==> src/rtl/sc_mul_pkg.sv <==
// Shared types and constants for the stochastic-computing multiply/accumulate block.
package sc_mul_pkg;

   typedef enum logic [1:0] {
      ST_IDLE = 2'd0,
      ST_RUN  = 2'd1,
      ST_DONE = 2'd2
   } sc_state_e;

   localparam logic MODE_UNI = 1'b0;
   localparam logic MODE_BI  = 1'b1;

endpackage

==> src/rtl/sc_mul_lane.sv <==
// One stochastic multiplier lane: operand buffers, comparators, AND/XNOR and ones counter.
module sc_mul_lane
   import sc_mul_pkg::*;
#(
   parameter int DATAWD = 8
) (
   input  logic              clk,
   input  logic              rst_n,
   input  logic              load,
   input  logic              run,
   input  logic              last,
   input  logic              mode,
   input  logic [DATAWD-1:0] a_in,
   input  logic [DATAWD-1:0] b_in,
   input  logic [DATAWD-1:0] seq_a,
   input  logic [DATAWD-1:0] seq_b,
   output logic              c,
   output logic [DATAWD:0]   cnt
);

   logic [DATAWD-1:0] a_buf;
   logic [DATAWD-1:0] b_buf;
   logic [DATAWD:0]   acc;
   logic [DATAWD:0]   acc_next;
   logic              a_bit;
   logic              b_bit;
   logic              prod;

   always_comb begin
      a_bit    = (a_buf > seq_a);
      b_bit    = (b_buf > seq_b);
      prod     = (mode == MODE_BI) ? ~(a_bit ^ b_bit) : (a_bit & b_bit);
      c        = run & prod;
      acc_next = acc + {{DATAWD{1'b0}}, c};
   end

   // The final bit of the run is folded straight into the published count.
   always_ff @(posedge clk or negedge rst_n) begin
      if (!rst_n) begin
         a_buf <= '0;
         b_buf <= '0;
         acc   <= '0;
         cnt   <= '0;
      end else begin
         if (load) begin
            a_buf <= a_in;
            b_buf <= b_in;
            acc   <= '0;
         end else if (run) begin
            acc <= acc_next;
         end
         if (last) begin
            cnt <= acc_next;
         end
      end
   end

endmodule

==> src/rtl/sc_mul_acc.sv <==
// Multi-lane stochastic multiplier with a shared run FSM and cycle counter.
// start/abort are level requests sampled each clock; start is taken only in IDLE and abort wins over start.
module sc_mul_acc
   import sc_mul_pkg::*;
#(
   parameter int DATAWD = 8,
   parameter int LANES  = 4
) (
   input  logic                       clk,
   input  logic                       rst_n,
   input  logic                       start,
   input  logic                       abort,
   input  logic                       mode,
   input  logic [LANES*DATAWD-1:0]    iA,
   input  logic [LANES*DATAWD-1:0]    iB,
   input  logic [DATAWD-1:0]          sobolSeqA,
   input  logic [DATAWD-1:0]          sobolSeqB,
   output logic                       busy,
   output logic [LANES-1:0]           oC,
   output logic                       done,
   output logic [LANES*(DATAWD+1)-1:0] oCnt,
   output logic [1:0]                 state_dbg
);

   localparam logic [DATAWD-1:0] CNT_LAST = '1;

   sc_state_e         state;
   sc_state_e         state_next;
   logic [DATAWD-1:0] cyc_cnt;
   logic              mode_buf;
   logic              load;
   logic              run;
   logic              last;

   assign load      = (state == ST_IDLE) && start && !abort;
   assign run       = (state == ST_RUN);
   assign last      = run && !abort && (cyc_cnt == CNT_LAST);
   assign state_dbg = state;

   always_comb begin
      state_next = state;
      busy       = 1'b0;
      done       = 1'b0;
      case (state)
         ST_IDLE: begin
            if (load) state_next = ST_RUN;
         end
         ST_RUN: begin
            busy = 1'b1;
            if (abort) state_next = ST_IDLE;
            else if (cyc_cnt == CNT_LAST) state_next = ST_DONE;
         end
         ST_DONE: begin
            done       = !abort;
            state_next = ST_IDLE;
         end
         default: state_next = ST_IDLE;
      endcase
   end

   always_ff @(posedge clk or negedge rst_n) begin
      if (!rst_n) begin
         state    <= ST_IDLE;
         cyc_cnt  <= '0;
         mode_buf <= MODE_UNI;
      end else begin
         state <= state_next;
         if (load) begin
            cyc_cnt  <= '0;
            mode_buf <= mode;
         end else if (run) begin
            cyc_cnt <= cyc_cnt + 1'b1;
         end
      end
   end

   for (genvar k = 0; k < LANES; k++) begin : g_lane
      sc_mul_lane #(.DATAWD(DATAWD)) u_lane (
         .clk   (clk),
         .rst_n (rst_n),
         .load  (load),
         .run   (run),
         .last  (last),
         .mode  (mode_buf),
         .a_in  (iA[k*DATAWD +: DATAWD]),
         .b_in  (iB[k*DATAWD +: DATAWD]),
         .seq_a (sobolSeqA),
         .seq_b (sobolSeqB),
         .c     (oC[k]),
         .cnt   (oCnt[k*(DATAWD+1) +: DATAWD+1])
      );
   end

endmodule

==> config.mk <==
export PLATFORM = sky130hd
export DESIGN_NAME = sc_mul_acc
export DESIGN_NICKNAME = d
export VERILOG_FILES = /design/src/rtl/sc_mul_pkg.sv /design/src/rtl/sc_mul_lane.sv /design/src/rtl/sc_mul_acc.sv
export SDC_FILE = /design/constraint.sdc
export NUM_CORES = 1
export LEC_CHECK = 0
export CAP_MARGIN = 40
export CELL_PAD_IN_SITES_DETAIL_PLACEMENT = 1
export CELL_PAD_IN_SITES_GLOBAL_PLACEMENT = 1
export CORE_AREA = 2 2 144 146
export CTS_CLUSTER_SIZE = 25
export DETAILED_ROUTE_END_ITERATION = 7
export DIE_AREA = 0 0 146 148
export PLACE_DENSITY = 0.83
export SLEW_MARGIN = 20
export SYNTH_ARGS = -nofsm -noshare
export SYNTH_HDL_FRONTEND = slang
export SYNTH_SLANG_ARGS = --single-unit
==> constraint.sdc <==
create_clock -name clk -period 6.2 [get_ports clk]
set_clock_uncertainty 0.05 [all_clocks]
set_input_delay 0.93 -clock clk [delete_from_list [all_inputs] [get_ports clk]]
set_output_delay 0.93 -clock clk [all_outputs]
set_load 0.03 [all_outputs]
### Word level (Yosys, flattened, before mapping)

Cells that the tools add are included.

| storage, ports and cells | value |
|---|---|
| flip-flop bits (word level) | 147 |
| bits of input ports | 85 |
| word-level logic and storage cells | 81 |

| cells by class | value |
|---|---|
| add/sub/neg operators | 5 |
| order comparisons | 8 |
| equality and inequality tests | 5 |
| mux-type cells | 20 |
| bitwise gates (word level) | 16 |
| reductions and logical operators | 8 |

Operators by type and width:

| cell | number |
|---|---|
| 2-to-1 mux 9 bit | 8 |
| greater-than comparator 8 bit | 8 |
| adder 9 x 1 -> 9 bit | 4 |
| 2-to-1 mux 8 bit | 2 |
| adder 8 x 1 -> 8 bit (second input constant) | 1 |
| AND 1 bit | 8 |
| == test 8 bit (second input constant) | 1 |
| 2-to-1 mux 1 bit | 6 |
| 2-to-1 mux 2 bit | 3 |
| logical AND 1 bit | 4 |
| inverter 1 bit | 4 |
| case mux 2 bit (2 select lines) | 1 |
| XOR 1 bit | 4 |
| != test 3 bit (second input constant) | 1 |
| == test 2 x 1 -> 1 bit (second input constant) | 1 |
| == test 2 bit (second input constant) | 1 |
| logical NOT 2 bit | 1 |
| != test 2 x 1 -> 1 bit (second input constant) | 1 |
| AND reduction 2 bit | 1 |
| nonzero test 2 bit | 1 |
| logical NOT 1 bit | 1 |

### Depth between registers and ports, before layout

Gate-level depths: netlist (run 1).

| logic depth | value |
|---|---|
| depth after elaboration | 8 |
| depth in mapped cells | 17 |
| gate-level depth less buffers | 16 |

### Hierarchy

Synthesis (run 1) repeated with hierarchy kept, for this count alone.

| unflattened totals | value |
|---|---|
| cell total of the unflattened synthesis | 764 |
| area total of the unflattened synthesis | 7975.1 um2 |

Modules (own cells, without submodules):

| module | instances | cells an instance | area each (um2) | sequential area each (um2) |
|---|---|---|---|---|
| sc_mul_lane | 4 | 177 | 1855.5 | 850.8 |
| sc_mul_acc | 1 | 56 | 553.0 | 275.3 |

### Worst setup path after synthesis (run 1)

No wires, ideal clock.

| timing path | value |
|---|---|
| kind | input to register |
| start | in sobolSeqB[4] |
| end | reg g_lane[2].u_lane.cnt[6] |
| setup time | 77 ps |
| arrival time | 3571 ps |
| data required time | 6073 ps |
| path slack | 2502 ps |
| stages on the path | 15 |
| buffers on the path | 1 |
| cells stage by stage | inv_1 ha_1 nand3_1 o21bai_1 a31o_2 a21oi_1 ha_1 a211oi_1 ha_1 ha_1 and3_1 clkbuf_1 nand3_1 xor2_1 a21oi_1 |

| on the way | value |
|---|---|
| word-level cells in the longest chain between the ends | 6 |

Ends and longest elaborated chain:

| element | RTL line | text |
|---|---|---|
| from (decl) | sc_mul_acc.sv:17 | `input logic [DATAWD-1:0] sobolSeqB,` |
| greater-than comparator 8 bit (*) | sc_mul_lane.sv:31 | `b_bit = (b_buf > seq_b);` |
| XOR 1 bit | sc_mul_lane.sv:32 | `prod = (mode == MODE_BI) ? ~(a_bit ^ b_bit) : (a_bit & b_bit);` |
| inverter 1 bit | sc_mul_lane.sv:32 |  |
| 2-to-1 mux 1 bit (*) | sc_mul_lane.sv:32 |  |
| AND 1 bit (*) | sc_mul_lane.sv:33 | `c = run & prod;` |
| via g_lane[2].u_lane.c | sc_mul_lane.sv:17 | `output logic c,` |
| adder 9 x 1 -> 9 bit (*) | sc_mul_lane.sv:34 | `acc_next = acc + {{DATAWD{1'b0}}, c};` |
| to (signal assigned) | sc_mul_lane.sv:53 | `cnt <= acc_next;` |
| to (decl) | sc_mul_lane.sv:18 | `output logic [DATAWD:0] cnt` |

Mark *: on every way through the listed nets, which the timed path passes. The rest lies on a longest branch.
A chain may end at the register's enable or synchronous reset.

### Final worst setup path (run 1)

| timing path | value |
|---|---|
| start | in sobolSeqA[7] |
| end | out oC[3] |

| on the way | value |
|---|---|
| word-level cells in the longest chain between the ends | 5 |

Ends and longest elaborated chain:

| element | RTL line | text |
|---|---|---|
| from (decl) | sc_mul_acc.sv:16 | `input logic [DATAWD-1:0] sobolSeqA,` |
| greater-than comparator 8 bit (*) | sc_mul_lane.sv:30 | `a_bit = (a_buf > seq_a);` |
| XOR 1 bit | sc_mul_lane.sv:32 |  |
| inverter 1 bit | sc_mul_lane.sv:32 |  |
| 2-to-1 mux 1 bit (*) | sc_mul_lane.sv:32 |  |
| AND 1 bit (*) | sc_mul_lane.sv:33 |  |
| to (decl) | sc_mul_acc.sv:19 | `output logic [LANES-1:0] oC,` |

Every way passes the cells marked *; elsewhere a longest branch is shown, timed or not.

==> run summary, run 1 <==
* **number of flip-flops and latches in the synthesized netlist** 147
* **most common cell in the netlist** sky130_fd_sc_hd__dfrtp_1
* **crit path DAT** 4010 ps
* **die outline height** 148 µm
* **initial cell density of the core** 39.3%
* **required time at the worst-slack endpoint** 5220 ps
* **combined area of all synthesized cells** 7880 µm²
* **Leakage** 4.40 nW
* **standard-cell row count** 52
* **VDD IR-drop max** 183 µV
* **die width** 146 µm
* **violation count after the first detailed-routing iteration** 201
* **full die area** 21600 µm²
* **Post-synth EDFFs** 0
* **Hold Fails Final Rpt** 0
* **list of most frequent post-synthesis cells** 147 x sky130_fd_sc_hd__dfrtp_1, 77 x sky130_fd_sc_hd__ha_1, 65 x sky130_fd_sc_hd__mux2_2
* **global-route wire length before repair** 33.1 mm
* **clock tree from TritonCTS** done
* **clock buffer count from CTS** 17
* **post-CTS resize count** 0
* **Clock Path Buffers** 2
* **min Tclk post-route** 4990 ps
* **number of input and output port buffers inserted** 128
* **synthesized-area fraction occupied by ao, oa, aoi and oai cells** 11.4%
* **Hold Path Class** input port to async pin
* **initial antenna violation count** 1
* **largest net degree at the start of global routing** 66
* **clk slew on worst S/H paths** 60 ps
* **Critical Setup Path Class** input port to output port
* **DRC violation count after routing** 0
* **number of setup violations in the final report** 0
* **clock net sink count** 147
* **layout cells sized above 1** 12.6%
* **post-synthesis to final-layout area growth** 25.8%
* **dominant cell type by area after synthesis** sky130_fd_sc_hd__dfrtp_1
* **CTS root buf** sky130_fd_sc_hd__clkbuf_16
* **Max Cap Violations** 0
* **Netlist cell types** 37
* **kind of launch point of the worst setup path** input port
* **global-route usage over all layers** 19.1%
* **antenna-violating nets left** 0
* **Post-Synthesis Net Count** 916
* **number of primary I/O pins** 129
* **register area share after synthesis** 46.7%
* **via-per-instance ratio** 5.15
* **top cells by area in the synthesized netlist** sky130_fd_sc_hd__dfrtp_1 47%, sky130_fd_sc_hd__ha_1 12%, sky130_fd_sc_hd__mux2_2 9.3%
* **most frequently used flop master after synthesis** sky130_fd_sc_hd__dfrtp_1
* **hpwl dp** 14.4 mm
* **nets@finish** 1029
* **Fill cells** 2257
* **placeable core area** 20000 µm²
* **deepest level of the CTS H-tree** 4
* **hold bufs inserted after CTS** 0
* **Post-Route Utilization** 49.5%
* **worst max-slew margin expressed relative to the limit** 49.3%
* **synthesized area divided by synthesized cell count** 10.5 µm²
* **area share of fa/ha/maj cells after synthesis** 12.2%
* **via count** 5921
* **total overflow reported by the global router** 0
* **Synth Instances** 754
* **async set-reset flop share out of synthesis** 100%
* **detailed-router iteration count before antenna repair** 4
* **critical-path maximum fanout** 4
* **Max stage delay on crit path** 760 ps
* **power density of the placed cells** 289 nW/µm²
* **fraction of the mapped netlist area in simple logic gates** 10.8%
* **run status** finished clean
* **total routed wirelength** 19.5 mm
* **crit-path cells** clkdlybuf4s50_1, inv_1, ha_1, nand2_1, o21ai_0, mux2i_1, a21oi_1, ha_1, a211oi_1, clkdlybuf4s50_1
* **part of the cycle the worst path needs** 80.4%
* **RSZ-0062 raised after global routing** no
* **endpoint kind of the worst setup timing path** output port
* **accumulated negative setup slack** 0 ps
* **maximum clock frequency** 201 MHz
* **Warnings, synthesis** 0
* **routed length per placed instance** 17.0 µm
* **post-synthesis xor/xnor area fraction** 3.56%
* **final count of pins violating max slew** 0
* **combinational family with the most area after synthesis** adder cells
* **worst-skew pair later-pin latency** 410 ps
* **multiplexer fraction of the synthesized cell area** 10.4%
* **Final Wtd Congestion** 0.829
* **Least-Margin Pin Slew** 761 ps
* **Yosys top cell area share** 46.7%
* **slowest stage cell on the critical path** sky130_fd_sc_hd__clkdlybuf4s50_1
* **# diodes** 0
* **number of global-route vias before repair** 6475
* **Post CTS Setup Buffer Count** 0
final cells by class:
class / instances / area, µm² / area share [%]
clock inverter: 14 / 131 / 1.33
multi-input combinational: 530 / 3830 / 38.7
tap: 270 / 338 / 3.41
sequential: 147 / 3680 / 37.1
timing repair buffer: 136 / 1360 / 13.7
inverter: 35 / 131 / 1.33
clock buffer: 18 / 439 / 4.43
worst max-delay path: cells and delay by family:
kind / cells / cell delay, ps
and+or+nand+nor: 1 / 70
buffers and inverters: 3 / 1320
muxes: 1 / 130
AOI/OAI and AO/OA: 3 / 930
adders and majority gates: 2 / 610
cell usage in the layout (no fill, tap or decap), drive strengths merged, types with 16 or more instances in the layout:
| master | netlist | routed |
|---|---|---|
| a21oi | 61 | 61 |
| clkbuf | 14 | 18 |
| clkdlybuf4s50 | 0 | 127 |
| dfrtp | 147 | 147 |
| ha | 77 | 77 |
| inv | 35 | 37 |
| mux2 | 65 | 65 |
| nand2 | 59 | 59 |
| nand3 | 20 | 20 |
| nand4 | 16 | 16 |
| nor2 | 57 | 57 |
| o21ai | 66 | 66 |
| xnor2 | 16 | 16 |
| xor2 | 16 | 16 |
per-stage QoR:
step	worst slack, ps	cells	instance area (µm²)	total power, mW	hold slack (ps)
global route	1080	1150	9910	3.05	435
CTS	1180	1150	9910	2.91	419
global placement	1230	1117	9310	1.85	434
finish	1210	1150	9910	2.87	416
detailed placement	1170	1118	9340	1.90	445
floorplan	2500	754	7880	1.63	419
state kept, by name, indices dropped and copies added (netlist names):
name / cells
mode_buf: 1
g_lane.u_lane.a_buf: 32
g_lane.u_lane.cnt: 36
g_lane.u_lane.b_buf: 32
cyc_cnt: 8
g_lane.u_lane.acc: 36
state_dbg: 2
power breakdown:
part           switching, mW  total (mW)  internal [mW]  leakage [nW]
logic                  0.363       0.693          0.330          2.26
registers             0.0906        1.19           1.09          1.87
clock network          0.424       0.990          0.566         0.262
kinds of logic (layout without fill, tap and decap cells):
| kind of cell | Yosys count | after routing |
|---|---|---|
| AND/OR/NAND/NOR | 182 | 182 |
| AO/OA/AOI/OAI | 165 | 165 |
| XOR/XNOR | 32 | 32 |
| adder cells (fa/ha/maj) | 77 | 77 |
| buffers and inverters | 77 | 203 |
| multiplexers | 74 | 74 |
| flip-flops | 147 | 147 |
layer usage:
layer  wire length, µm  up-vias  GRT usage, %
li1                  -     2869             -
met1              8720     2927          24.2
met2              9940      111          33.1
met3               727       12          4.44
met4               140        2          4.81
met5                13        -             0
final timing paths:
path / startpoint / end / slack [ps] / cells after the start
worst max register to register: g_lane[3].u_lane.a_buf[7] / g_lane[3].u_lane.cnt[6] / 2650 / 13
worst min register to register: g_lane[2].u_lane.cnt[0] / g_lane[2].u_lane.cnt[0] / 460 / 1
min in group clk: g_lane[2].u_lane.cnt[0] / g_lane[2].u_lane.cnt[0] / 460 / 1
worst min-delay path: rst_n / cyc_cnt[5] / 420 / 1
max in group asynchronous: rst_n / g_lane[2].u_lane.b_buf[5] / 4660 / 2
worst max-delay path: sobolSeqA[7] / oC[3] / 1210 / 10
No activity file was read; power rests on OpenSTA's default activity.
==> inputs of run 2 (changes only) <==
==> constraint.sdc (replaced) <==
create_clock -name clk -period 4.9 [get_ports clk]
set_clock_uncertainty 0.05 [all_clocks]
set_input_delay 0.735 -clock clk [delete_from_list [all_inputs] [get_ports clk]]
set_output_delay 0.735 -clock clk [all_outputs]
set_load 0.03 [all_outputs]
==> run 2 against run 1 <==
  * Total power is 33% higher
  * Clock power is 45% higher
  * Global-route usage hardly changed
  * Critical path depth stayed put
  * Clock-buffer cell count is 1 higher
  * First-iteration DRC count is 0.50% higher
  * Design area is 1.0% higher
  * Flip-flop and latch count stayed put
  * Combinational power is 27% higher
  * Utilization is 0.49 points higher
  * Worst hold slack worse by 300 ps
  * Die area stayed put
  * Critical endpoint unchanged
  * Largest cell class unchanged
==> run summary, run 2 (synthesis gave the netlist of run 1 again) <==
* **final total power** 3.82 mW, +33%
* **global-route wire length before repair** 32.8 mm, -0.85%
* **die width** 146 µm, unchanged
* **antenna-violating nets left** 0, unchanged
* **Post CTS Setup Buffer Count** 0, unchanged
* **Clock Path Buffers** 2, unchanged
* **number of setup violations in the final report** 0, unchanged
* **required time at the worst-slack endpoint** 4120 ps, -1100 ps
* **part of the cycle the worst path needs** 94.2%
* **layout cells sized above 1** 12.7%, +0.099 points
* **Placed Cells incl. Taps** 1118, unchanged
* **power density of the placed cells** 381 nW/µm², +32%
* **Max Cap Violations** 0, unchanged
* **worst max-slew margin expressed relative to the limit** 55.0%, +5.8 points
* **standard-cell row count** 52, unchanged
* **clock net sink count** 147, unchanged
* **kind of launch point of the worst setup path** input port
* **Critical Setup Path Class** input port to output port
* **worst-skew pair later-pin latency** 430 ps, +20 ps
* **leading cell types in the layout, fill and taps excluded** 147 x sky130_fd_sc_hd__dfrtp_1, 127 x sky130_fd_sc_hd__clkdlybuf4s50_1, 77 x sky130_fd_sc_hd__ha_1
* **DRC violation count after routing** 0, unchanged
* **deepest level of the CTS H-tree** 4, unchanged
* **post-CTS resize count** 0, unchanged
* **VDD IR-drop max** 252 µV, +38%
* **Fill cells** 2205, -2.3%
* **post-synthesis to final-layout area growth** 27.0%
* **min Tclk post-route** 4610 ps
* **most common cell after layout, fill and taps aside** sky130_fd_sc_hd__dfrtp_1
* **RSZ-0062 raised after global routing** no
* **violation count after the first detailed-routing iteration** 202, +0.50%
* **initial antenna violation count** 0, -1
* **hold bufs inserted after CTS** 0, unchanged
* **via-per-instance ratio** 5.25, +2.0%
* **Cell Area, Placed** 9330 µm², about the same
* **clock tree from TritonCTS** done
* **total routed wirelength** 19.8 mm, +1.2%
* **area of all placed cells without fillers** 10000 µm², +1.0%
* **die outline height** 148 µm, unchanged
* **full die area** 21600 µm², unchanged
* **# diodes** 0, unchanged
* **endpoint kind of the worst setup timing path** output port
* **total overflow reported by the global router** 0, unchanged
* **hpwl dp** 13.8 mm, -4.0%
* **nets@finish** 1030, +0.097%
* **critical-path maximum fanout** 4, unchanged
* **run status** finished clean
* **maximum clock frequency** 217 MHz
* **accumulated negative setup slack** 0 ps, unchanged
* **hold slack** 116 ps, -300 ps
* **number of input and output port buffers inserted** 128, unchanged
* **placeable core area** 20000 µm², unchanged
* **largest net degree at the start of global routing** 88, +33%
* **Hold Path Class** input port to async pin
* **crit path DAT** 3830 ps, -180 ps
* **biggest registers after layout** g_lane.u_lane.acc: 36 flops, g_lane.u_lane.cnt: 36 flops
* **Leakage** 4.45 nW, +1.3%
* **number of primary I/O pins** 129, unchanged
* **CTS root buf** sky130_fd_sc_hd__clkbuf_16
* **detailed-router iteration count before antenna repair** 5, +1
* **initial cell density of the core** 39.3%, unchanged
* **number of global-route vias before repair** 6466, -0.14%
* **final count of pins violating max slew** 0, unchanged
* **Hold Fails Final Rpt** 0, unchanged
* **final instance count without filler cells** 1151, +0.087%
* **clock buffer count from CTS** 17, unchanged
* **via count** 6046, +2.1%
* **Least-Margin Pin Slew** 675 ps, -86.4 ps
* **Final Wtd Congestion** 0.776, -6.3%
* **routed length per placed instance** 17.2 µm, +1.1%
* **worst-case register-to-register setup slack** 1320 ps, -1330 ps
* **global-route usage over all layers** 19.1%, about the same
* **clk slew on worst S/H paths** 60 ps, about the same
-- run 2: path summary, 6_finish.rpt --
check                                           from                       to  depth (start not counted)
min reg2reg                  g_lane[2].u_lane.acc[8]  g_lane[2].u_lane.acc[8]                          1
max reg2reg                g_lane[3].u_lane.a_buf[7]  g_lane[3].u_lane.cnt[6]                         13
max in group asynchronous                      rst_n  g_lane[3].u_lane.acc[4]                          3
max                                     sobolSeqA[5]                    oC[3]                         10
min                                            rst_n               cyc_cnt[7]                          1
min in group clk             g_lane[2].u_lane.acc[8]  g_lane[2].u_lane.acc[8]                          1
-- run 2: metal layers --
metal / vias to the layer above / share of wire [%] / GRT usage [%]
li1: 2882 / - / -
met1: 3007 / 46 / 24.3
met2: 124 / 48 / 31.9
met3: 33 / 3.5 / 3.83
met4: 0 / 2.5 / 7.77
met5: - / 0 / 0
-- run 2: worst max-delay path, stage by stage --
cell and delay [ps]:
sky130_fd_sc_hd__clkdlybuf4s50_1 460, sky130_fd_sc_hd__inv_1 100, sky130_fd_sc_hd__ha_1 330, sky130_fd_sc_hd__a21oi_1 70, sky130_fd_sc_hd__o21ai_0 220, sky130_fd_sc_hd__mux2i_1 120, sky130_fd_sc_hd__a21oi_1 270, sky130_fd_sc_hd__ha_1 300
sky130_fd_sc_hd__a211oi_1 450, sky130_fd_sc_hd__clkdlybuf4s50_1 770
-- run 2: area by class of cell --
cell class | count | area, µm² | share of cell area [%]
clock inverter | 13 | 196 | 1.96
tap | 270 | 338 | 3.37
multi-input combinational | 530 | 3830 | 38.3
inverter | 35 | 131 | 1.31
clock buffer | 19 | 453 | 4.52
timing repair buffer | 137 | 1380 | 13.8
sequential | 147 | 3680 | 36.7
-- run 2: power breakdown --
part | internal, mW | switching [mW] | total, mW | leakage, nW
clock network | 0.889 | 0.549 | 1.44 | 0.311
registers | 1.38 | 0.118 | 1.50 | 1.87
logic | 0.418 | 0.459 | 0.878 | 2.27
total | 2.69 | 1.13 | 3.82 | 4.45
-- run 2: per-stage QoR --
stage / utilization [%] / setup slack (ps)
6_report: 50.0 / 286
5_1_grt: 50.0 / 151
4_1_cts: 49.8 / 267
3_5_place_dp: 46.6 / 277
3_3_place_gp: 46.6 / 288
2_1_floorplan: - / 1400
==> inputs of run 3 (changes only) <==
--- a/config.mk
+++ b/config.mk
@@ -8,10 +8,10 @@
 export CAP_MARGIN = 40
 export CELL_PAD_IN_SITES_DETAIL_PLACEMENT = 1
 export CELL_PAD_IN_SITES_GLOBAL_PLACEMENT = 1
-export CORE_AREA = 2 2 144 146
+export CORE_AREA = 2 2 160 131
 export CTS_CLUSTER_SIZE = 25
 export DETAILED_ROUTE_END_ITERATION = 7
-export DIE_AREA = 0 0 146 148
+export DIE_AREA = 0 0 162 133
 export PLACE_DENSITY = 0.83
 export SLEW_MARGIN = 20
 export SYNTH_ARGS = -nofsm -noshare
==> run 3 against run 2 <==
  * Sequential share of layout area grew 0.37 points
  * Routed wire length grew 5.7%
  * Via count shrank 0.91%
  * Clock-buffer cell count is the same
  * Utilization shrank 0.67 points
  * Critical path type unchanged
  * Non-clock buffer count grew 1
  * Register-to-register slack lost 40 ps
  * Clock power shrank 13%
==> run summary, run 3 (synthesis gave the netlist of run 1 again) <==
* **antenna-violating nets left** 0, unchanged
* **deepest level of the CTS H-tree** 4, unchanged
* **number of setup violations in the final report** 0, unchanged
* **post-CTS resize count** 0, unchanged
* **Hold Fails Final Rpt** 0, unchanged
* **global-route usage over all layers** 20.4%, +1.3 points
* **leading cell types in the layout, fill and taps excluded** 147 x sky130_fd_sc_hd__dfrtp_1, 127 x sky130_fd_sc_hd__clkdlybuf4s50_1, 77 x sky130_fd_sc_hd__ha_1
* **hold slack** 227 ps, +111 ps
* **power density of the placed cells** 368 nW/µm², -3.4%
* **standard-cell row count** 47, -9.6%
* **crit path DAT** 3840 ps, about the same
* **full die area** 21500 µm², -0.29%
* **layout cells sized above 1** 12.8%, +0.099 points
* **Fill cells** 2189, -0.73%
* **clock buffer count from CTS** 17, unchanged
* **critical-path maximum fanout** 4, unchanged
* **biggest registers after layout** g_lane.u_lane.acc: 36 flops, g_lane.u_lane.cnt: 36 flops
* **endpoint kind of the worst setup timing path** output port
* **Max Cap Violations** 0, unchanged
* **Leakage** 4.41 nW, -1.0%
* **number of primary I/O pins** 129, unchanged
* **final critical-path setup slack** 276 ps, -10.4 ps
* **min Tclk post-route** 4620 ps, +10.4 ps
* **total routed wirelength** 20.9 mm, +5.7%
* **VDD IR-drop max** 205 µV, -19%
* **number of global-route vias before repair** 6639, +2.7%
* **Critical Setup Path Class** input port to output port
* **DRC violation count after routing** 0, unchanged
* **detailed-router iteration count before antenna repair** 4, -1
* **largest net degree at the start of global routing** 70, -20%
* **die width** 162 µm, +11%
* **placeable core area** 20100 µm², +0.36%
* **Clock Path Buffers** 2, unchanged
* **run status** finished clean
* **FF-to-FF path depth** 13, unchanged
* **hpwl dp** 14.6 mm, +5.6%
* **hold bufs inserted after CTS** 0, unchanged
* **routed length per placed instance** 18.2 µm, +5.7%
* **initial antenna violation count** 0, unchanged
* **final instance count without filler cells** 1151, unchanged
* **initial cell density of the core** 39.2%, -0.14 points
* **accumulated negative setup slack** 0 ps, unchanged
* **maximum clock frequency** 216 MHz, -0.23%
* **clock net sink count** 147, unchanged
* **RSZ-0062 raised after global routing** no
* **final total power** 3.65 mW, -4.4%
* **worst-skew pair later-pin latency** 430 ps, about the same
* **clk slew on worst S/H paths** 70 ps, about the same
* **Placed Cells incl. Taps** 1118, unchanged
* **CTS root buf** sky130_fd_sc_hd__clkbuf_16
* **via count** 5991, -0.91%
* **worst max-slew margin expressed relative to the limit** 60.1%, +5.1 points
* **Final Wtd Congestion** 0.778, +0.24%
* **post-synthesis to final-layout area growth** 25.8%
* **die outline height** 133 µm, -10%
* **global-route wire length before repair** 34.6 mm, +5.3%
* **# diodes** 0, unchanged
* **most common cell after layout, fill and taps aside** sky130_fd_sc_hd__dfrtp_1
* **nets@finish** 1031, +0.097%
* **violation count after the first detailed-routing iteration** 256, +27%
* **number of input and output port buffers inserted** 128, unchanged
* **total overflow reported by the global router** 0, unchanged
* **minimum setup slack after placement** 371 ps, +94.5 ps
* **Hold Path Class** input port to async pin
* **required time at the worst-slack endpoint** 4120 ps, about the same
* **part of the cycle the worst path needs** 94.4%, +0.21 points
* **clock tree from TritonCTS** done
* **via-per-instance ratio** 5.21, -0.91%
* **Least-Margin Pin Slew** 598 ps, -76.6 ps
* **kind of launch point of the worst setup path** input port
* **Post CTS Setup Buffer Count** 0, unchanged
* **final count of pins violating max slew** 0, unchanged
-- run 3: cell types whose count changed in the layout (fill, tap and decap cells not counted), moves of 2 or more --
| cell | change |
|---|---|
| sky130_fd_sc_hd__buf_4 | +2 |
| sky130_fd_sc_hd__clkinv_2 | +5 |
| sky130_fd_sc_hd__clkinvlp_4 | +2 |
| sky130_fd_sc_hd__bufinv_16 | -3 |
| sky130_fd_sc_hd__inv_6 | -3 |
-- run 3: worst max-delay path, cell delays in order --
cell	delay, ps
sky130_fd_sc_hd__clkdlybuf4s50_1	450
sky130_fd_sc_hd__inv_1	100
sky130_fd_sc_hd__ha_1	340
sky130_fd_sc_hd__a21oi_1	80
sky130_fd_sc_hd__o21ai_0	260
sky130_fd_sc_hd__mux2i_1	130
sky130_fd_sc_hd__a21oi_1	330
sky130_fd_sc_hd__ha_1	300
sky130_fd_sc_hd__inv_1	60
sky130_fd_sc_hd__mux2i_1	70
sky130_fd_sc_hd__nor2_1	250
sky130_fd_sc_hd__clkdlybuf4s50_1	730
-- run 3: cell type report --
| cell class | count | area [µm²] | area share (%) |
|---|---|---|---|
| Sequential cell | 147 | 3680 | 37.1 |
| Multi-Input combinational cell | 530 | 3830 | 38.7 |
| Timing Repair Buffer | 138 | 1380 | 13.9 |
| Tap cell | 269 | 337 | 3.40 |
| Clock inverter | 13 | 111 | 1.12 |
| Inverter | 35 | 131 | 1.33 |
| Clock buffer | 19 | 443 | 4.47 |
-- run 3: path summary, 6_finish.rpt --
check / from / to / slack [ps]
setup / recovery: sobolSeqA[5] / oC[1] / 280
hold / removal: rst_n / g_lane[2].u_lane.b_buf[5] / 230
setup reg to reg: g_lane[3].u_lane.b_buf[7] / g_lane[3].u_lane.cnt[8] / 1280
hold reg to reg: g_lane[3].u_lane.acc[8] / g_lane[3].u_lane.acc[8] / 450
max in group asynchronous: rst_n / g_lane[3].u_lane.acc[2] / 3540
min in group clk: g_lane[3].u_lane.acc[8] / g_lane[3].u_lane.acc[8] / 450
-- run 3: power by group --
part / switching [mW] / internal (mW)
sequential: 0.120 / 1.39
combinational: 0.474 / 0.420
clock: 0.542 / 0.709
total: 1.14 / 2.51
-- run 3: per-layer routing --
| layer | track usage, % | wire, µm |
|---|---|---|
| met5 | 0 | 0 |
| met4 | 6.34 | 375 |
| met3 | 3.70 | 592 |
| met2 | 34.3 | 10100 |
| met1 | 26.7 | 9830 |
-- run 3: metrics by stage --
stage                     util (%)  instance area (µm²)
final                         49.3                 9910
after global routing          49.3                 9910
after CTS                     49.1                 9880
after detailed placement      46.4                 9330
after global placement        46.4                 9330
after floorplan                  -                 7880
